File: config.mk
export PLATFORM = sky130hd
export DESIGN_NAME = mult_scheduler
export DESIGN_NICKNAME = d
export VERILOG_FILES = /design/src/rtl/mult_sched_pkg.sv /design/src/rtl/mult_scheduler_rr_arb2.sv /design/src/rtl/mult_scheduler.sv
export SDC_FILE = /design/constraint.sdc
export NUM_CORES = 1
export LEC_CHECK = 0
export ABC_AREA = 1
export CORE_ASPECT_RATIO = 0.8
export CORE_MARGIN = 2
export CORE_UTILIZATION = 39
export DETAILED_ROUTE_END_ITERATION = 10
export PLACE_DENSITY = 0.87
export REMOVE_ABC_BUFFERS = 1
export SKIP_CTS_REPAIR_TIMING = 1
export SLEW_MARGIN = 25
export SYNTH_ARGS = -nofsm -noshare
export SYNTH_HDL_FRONTEND = slang
export SYNTH_SLANG_ARGS = --single-unit
File: constraint.sdc
create_clock -name Clk -period 1.61 [get_ports Clk]
set_input_delay 0.4025 -clock Clk [delete_from_list [all_inputs] [get_ports Clk]]
set_output_delay 0.4025 -clock Clk [all_outputs]
set_load 0.02 [all_outputs]
File: src/rtl/mult_sched_pkg.sv
// mult_sched_pkg: shared sizing and state encoding for the multiplier scheduler.
package mult_sched_pkg;
    localparam int SCHED_WIDTH = 8;
    localparam int CNT_W = $clog2(SCHED_WIDTH);
    typedef enum logic [2:0] {IDLE, LOADB, ADD, SHIFT, DONE} sched_state_t;
endpackage

File: src/rtl/mult_scheduler_rr_arb2.sv
// rr_arb2: combinational two-way arbiter, round-robin or fixed priority to requester 0.
module rr_arb2 (
    input  logic [1:0] i_req,
    input  logic       i_last_grant,
    input  logic       i_rr_en,
    output logic       o_gnt_valid,
    output logic       o_gnt_idx
);
    assign o_gnt_valid = |i_req;
    // On a tie the requester that lost last time goes first; fixed mode always favours 0
    assign o_gnt_idx = &i_req ? (i_rr_en & ~i_last_grant) : i_req[1];
endmodule

File: src/rtl/mult_scheduler.sv
// mult_scheduler: arbitrates two requesters onto the shared add-shift signed multiplier
// datapath and sequences its strobes for one full multiply per accepted request.
module mult_scheduler
    import mult_sched_pkg::*;
#(
    parameter int WIDTH = SCHED_WIDTH,
    parameter bit RR_EN = 1'b1
) (
    input  logic                      Clk,
    input  logic                      Reset,
    input  logic [1:0]                req_valid,
    output logic [1:0]                req_ready,
    input  logic [1:0][WIDTH-1:0]     req_mcand,
    input  logic [1:0][WIDTH-1:0]     req_mplier,
    output logic                      rsp_valid,
    input  logic                      rsp_ready,
    output logic                      rsp_id,
    output logic [2*WIDTH-1:0]        rsp_product,
    output logic [WIDTH-1:0]          S,
    output logic                      Clear_XA,
    output logic                      Clear_B,
    output logic                      Load_XA,
    output logic                      Load_B,
    output logic                      Shift,
    output logic                      Sub,
    input  logic                      M,
    input  logic [WIDTH-1:0]          Aval,
    input  logic [WIDTH-1:0]          Bval
);
    sched_state_t     r_state, w_next;
    logic [WIDTH-1:0] r_mcand, r_mplier;
    logic [CNT_W-1:0] r_cnt;
    logic             r_id, r_last_grant;
    logic             w_gnt_valid, w_gnt_idx, w_last_iter, w_accept;

    rr_arb2 u_arb (
        .i_req        (req_valid),
        .i_last_grant (r_last_grant),
        .i_rr_en      (RR_EN),
        .o_gnt_valid  (w_gnt_valid),
        .o_gnt_idx    (w_gnt_idx)
    );

    assign w_last_iter = r_cnt == CNT_W'(WIDTH - 1);
    assign w_accept    = r_state == IDLE && w_gnt_valid;
    assign rsp_product = {Aval, Bval};
    assign rsp_id      = r_id;

    always_ff @(posedge Clk) begin
        if (Reset) begin
            r_state      <= IDLE;
            r_last_grant <= 1'b1;
            r_id         <= 1'b0;
            r_cnt        <= '0;
            r_mcand      <= '0;
            r_mplier     <= '0;
        end else begin
            r_state <= w_next;
            if (w_accept) begin
                r_mcand      <= req_mcand[w_gnt_idx];
                r_mplier     <= req_mplier[w_gnt_idx];
                r_id         <= w_gnt_idx;
                r_last_grant <= w_gnt_idx;
            end
            if (r_state == LOADB)
                r_cnt <= '0;
            else if (r_state == SHIFT && !w_last_iter)
                r_cnt <= r_cnt + CNT_W'(1);
        end
    end

    always_comb begin
        w_next    = r_state;
        req_ready = '0;
        rsp_valid = 1'b0;
        S         = r_mcand;
        Clear_XA  = 1'b0;
        Clear_B   = 1'b0;
        Load_XA   = 1'b0;
        Load_B    = 1'b0;
        Shift     = 1'b0;
        Sub       = 1'b0;
        case (r_state)
            IDLE: if (w_gnt_valid) begin
                req_ready[w_gnt_idx] = 1'b1;
                w_next               = LOADB;
            end
            LOADB: begin
                S        = r_mplier;
                Load_B   = 1'b1;
                Clear_XA = 1'b1;
                w_next   = ADD;
            end
            // The final partial product carries the multiplier sign bit, so it is subtracted
            ADD: begin
                Load_XA = M;
                Sub     = w_last_iter;
                w_next  = SHIFT;
            end
            SHIFT: begin
                Shift  = 1'b1;
                w_next = w_last_iter ? DONE : ADD;
            end
            DONE: begin
                rsp_valid = 1'b1;
                w_next    = rsp_ready ? IDLE : DONE;
            end
            default: w_next = IDLE;
        endcase
        if (Reset) begin
            w_next    = IDLE;
            req_ready = '0;
            rsp_valid = 1'b0;
            S         = '0;
            Clear_XA  = 1'b1;
            Clear_B   = 1'b1;
            Load_XA   = 1'b0;
            Load_B    = 1'b0;
            Shift     = 1'b0;
            Sub       = 1'b0;
        end
    end
endmodule

* Word level (Yosys, flattened, before mapping) *
Index checks and enable logic that the tools add are counted.

storage, ports and cells
  register bits after elaboration = 24
  output and inout bits = 34
  word-level logic and storage cells = 52

cells by class
  $add $sub $neg = 1
  magnitude comparators = 2
  eq/ne operators = 6
  muxes and demuxes = 28
  bitwise operators = 1
  reduce and logical (&&, ||, !) cells = 8

operators by type and width
  kind                                                      count
  two-way mux 8 bit                                         6
  one-hot mux 3 bit (5 select lines)                        1
  two-way mux 1 bit                                         14
  two-way mux 3 bit                                         3
  equality test 3 x 2 -> 1 bit, second input constant       2
  equality test 3 bit, second input constant                2
  two-way mux 2 bit                                         3
  OR reduction 2 bit                                        2
  adder 3 x 1 -> 3 bit, second input constant               1
  equality test 3 x 1 -> 1 bit, second input constant       1
  logical AND 1 bit                                         3
  zero test 3 bit                                           1
  < comparator 1 x 2 -> 1 bit, second input constant        1
  != test 2 bit, second input constant                      1
  AND reduction 2 bit                                       1
  demux 1 bit (select 1 bit)                                1
  greater-or-equal comparator 1 bit, second input constant  1
  zero test 1 bit                                           1
  NOT 1 bit                                                 1

* Logic depth before layout (Yosys ltp) *
  word-level depth = 9
  depth in mapped cells = 6
  depth with buffers taken out = 6

* Hierarchy *
Synthesis repeated with hierarchy kept, for this count alone.

unflattened totals
  cell total of the unflattened synthesis = 234
  area, all modules = 1516.5 µm²

by module, submodules not included
  module          instances  cells an instance  area each (µm²)  seq. area each (µm²)
  mult_scheduler  1          226                1476.4           480.5
  rr_arb2         1          8                  40.0             0.0

* Worst setup path before layout *
No wires, ideal clock.

  path type = input to output
  from = input port Reset
  to = output port rsp_valid
  arrival = 1.394 ns
  required time = 1.207 ns
  path slack = -0.186 ns
  stages on the path = 3
  buffers on the path = 2
  cell sequence = buf_4 > clkbuf_1 > nor4_1

between the ends
  cells in the longest elaborated chain, start to end = 1

ends and longest elaborated chain
  item                line                   text
  start: declaration  mult_scheduler.sv:10   input logic Reset,
  two-way mux 1 bit   mult_scheduler.sv:110  if (Reset) begin
  end: declaration    mult_scheduler.sv:15   output logic rsp_valid,

No other way between the ends.

* Final worst setup path *
  from = register r_state[0]
  to = output port S[2]

between the ends
  cells in the longest elaborated chain, start to end = 3

ends and longest elaborated chain
  item                          line                   text
  start: declaration            mult_scheduler.sv:30   sched_state_t r_state, w_next;
  start signal: assignment      mult_scheduler.sv:58   r_state <= w_next;
  equality test 3 x 1 -> 1 bit  mult_scheduler.sv:83   case (r_state)
  two-way mux 8 bit             mult_scheduler.sv:83
  two-way mux 8 bit             mult_scheduler.sv:110
  end: declaration              mult_scheduler.sv:19   output logic [WIDTH-1:0] S,

No other way between the ends.

==> impl_metrics.yaml <==
run_status:
  status: "finished with violations"
  violations: "setup timing"
clock_network:
  cts_tree: "yes"
  htree_levels: 1
  clock_sinks: 24
  cts_buffers: 3
  cts_buffer_depth: 2
  cts_root_buf: "clkbuf_8"
  clk_latency_ps: 270
  cts.clk_slew.worst_paths_ps: 80
sta:
  rsz0062_at_grt: "true"
  tightest_slew_ps: 302
  slew-limit-headroom: 0.798
  report.final.hold_viol_count: 0
  worst_hold_slack_ps: 466
  period_needed_ps: 1810
  skew_ps: 1.30
  setup_viol: 14
  finalWorstSetupSlack_ps: -201
  max_freq_mhz: 552
  timing.final.crit_share: 1.12
  maxSlewViolCount: 0
place:
  port_buffers: 55
  placed_cell_area_um2: 2270
  place_ws_ps: -856
  dp.cells: 329
  dp_hpwl_um: 3290
  gp_congestion: 0.798
pwr:
  switching_share: 0.319
  power_per_cell_area_nw_per_um2: 693
  power.leakage_nw: 1.16
  seq_power_share: 0.392
  p_clk_frac: 0.237
  netSwitchingPower_uw: 554
  internal_power_mw: 1.18
  p_total_mw: 1.74
  peakVddDrop_mv: 0.481
  pwr-share-comb: 0.371
logic_synthesis:
  netlist_area_um2: 1640
  syn_inst: 216
  ys_ff_latch: 24
  synth_cell_types: 28
  synth_top_cells_by_area: "dfxtp_1 29%, nand3_2 11%, buf_4 10%, nand3_1 9.8%, nand2_1 7.1%"
  synth_top_area_cell: "dfxtp_1"
  synth_top_area_frac: 0.293
  ys_warn_count: 0
  synth.avg_cell_area_um2: 7.59
  synth_seq_area_share: 0.293
floorplan:
  die_x_um: 76.5
  dieHeight_um: 62.0
  initial_core_util: 0.400
  die_area_um2: 4740
  core_area_um2: 4100
  row_count: 21
  io_pins: 88
critical_path:
  crit_fanout: 7
  cp.required_ps: 1210
  r2r_slack_ps: 120
  cp-end-kind: "output pin"
  reg2reg_depth: 8
  cp.arrival_ps: 1410
  timing_worst_setup_path_type: "reg -> out"
  cp-start-kind: "register"
global_routing:
  grtUsageTotal: 0.180
  grt_max_degree: 19
  antenna_found_initial: 0
  overflow: 0
  grt_pass1_wl_um: 6710
  grt_pass1_vias: 1513
run:
  cap_viol_max_count: 0
drt:
  routed_wl_um: 4510
  wl_per_cell_um: 13.3
  vias: 1626
  drt_iter0_markers: 48
  antenna_left: 0
  dr.pass1.iters: 4
  drc: 0
  vias_per_cell: 4.80
final_layout:
  stdcell_count: 339
  fin_area_um2: 2510
  final_nets: 339
  area_delta_synth_final_pct: 52.9
  final_layout_size_suffix_gt1_frac: 0.429
  antenna_cells: 0
min_path:
  holdPathStages: 2
  hp-class: "reg -> reg"
-- through the flow --
stage | util | setup TNS [ps]
2_1_floorplan | - | -1710
6_report | 0.611 | -2010
3_3_place_gp | 0.553 | -15420
5_1_grt | 0.611 | -2900
3_5_place_dp | 0.553 | -16170
4_1_cts | 0.567 | -13540
-- cell type report --
cell class              instances  area (um2)
clock buffers                   4        55.1
well taps                      57        71.3
repair buffers                 89         853
flip-flops and latches         24         489
multi-input cells             142         951
inverters                      23        86.3
fillers                       382        1590
-- synth_stat cells (all sizes together) --
| master | instances |
|---|---|
| a211oi | 1 |
| a21oi | 5 |
| a31oi | 1 |
| buf | 25 |
| clkbuf | 2 |
| dfxtp | 24 |
| ha | 2 |
| inv | 23 |
| nand2 | 42 |
| nand3 | 50 |
| nand3b | 2 |
| nand4 | 1 |
| nor2 | 25 |
| nor3 | 2 |
| nor3b | 1 |
| nor4 | 1 |
| o21ai | 9 |
-- metal layers --
metal,up-vias,track usage,part of all wire
li1,811,-,-
met5,-,0,0
met3,4,0.0867,0.079
met4,0,0.0416,0.0067
met2,70,0.332,0.50
met1,741,0.193,0.41
-- sequential cells by signal (all words and copies together), names as in the netlist --
register,cells
r_cnt,3
r_last_grant,1
r_mcand,8
r_mplier,8
r_state,3
rsp_id,1
-- critical path: stages (launching register included) --
cell and delay (ps):
dfxtp_2 340, inv_2 50, nor2_4 120, nand2_4 70, nor2_4 130, buf_6 150
nand2_1 80, o21ai_2 70, buf_6 130
-- power by group through the flow --
stage	clock, mW	combinational (mW)	sequential, mW
2_1_floorplan	0	0.276	0.691
3_3_place_gp	0	0.562	0.688
3_5_place_dp	0	0.573	0.691
4_1_cts	0.424	0.575	0.677
5_1_grt	0.448	0.692	0.686
6_report	0.412	0.644	0.680
-- cell families (layout without fill, tap and decap cells) --
group           after synthesis  count (layout)  share of synthesized area
fa+ha+maj                     2               2                     0.0153
compound gates               16              16                     0.0580
buf+inv                      50             116                      0.184
flops                        24              24                      0.293
simple gates                124             124                      0.450
-- final timing paths --
check | start | endpoint
worst max-delay path | r_state[0] | S[2]
worst min-delay path | r_last_grant | r_last_grant
worst max register to register | r_state[2] | r_mcand[3]
worst min register to register | r_last_grant | r_last_grant
-- cell usage in the layout (no fill, tap or decap), types with 2 or more instances in the layout --
master | synthesis | final
clkdlybuf4s50_1 | 0 | 34
nand3_1 | 32 | 32
buf_4 | 22 | 31
nand2_1 | 31 | 23
dfxtp_1 | 24 | 19
inv_1 | 21 | 18
nand3_2 | 18 | 18
nor2_1 | 20 | 18
nand2_2 | 10 | 16
buf_6 | 2 | 16
o21ai_2 | 0 | 8
dlymetal6s2s_1 | 0 | 6
inv_2 | 2 | 5
nor2_4 | 3 | 5
a21oi_1 | 4 | 4
clkbuf_8 | 0 | 4
dfxtp_2 | 0 | 4
nand2_4 | 1 | 3
nor2_8 | 2 | 2
Note: power is estimated with default switching activity, not from simulation.
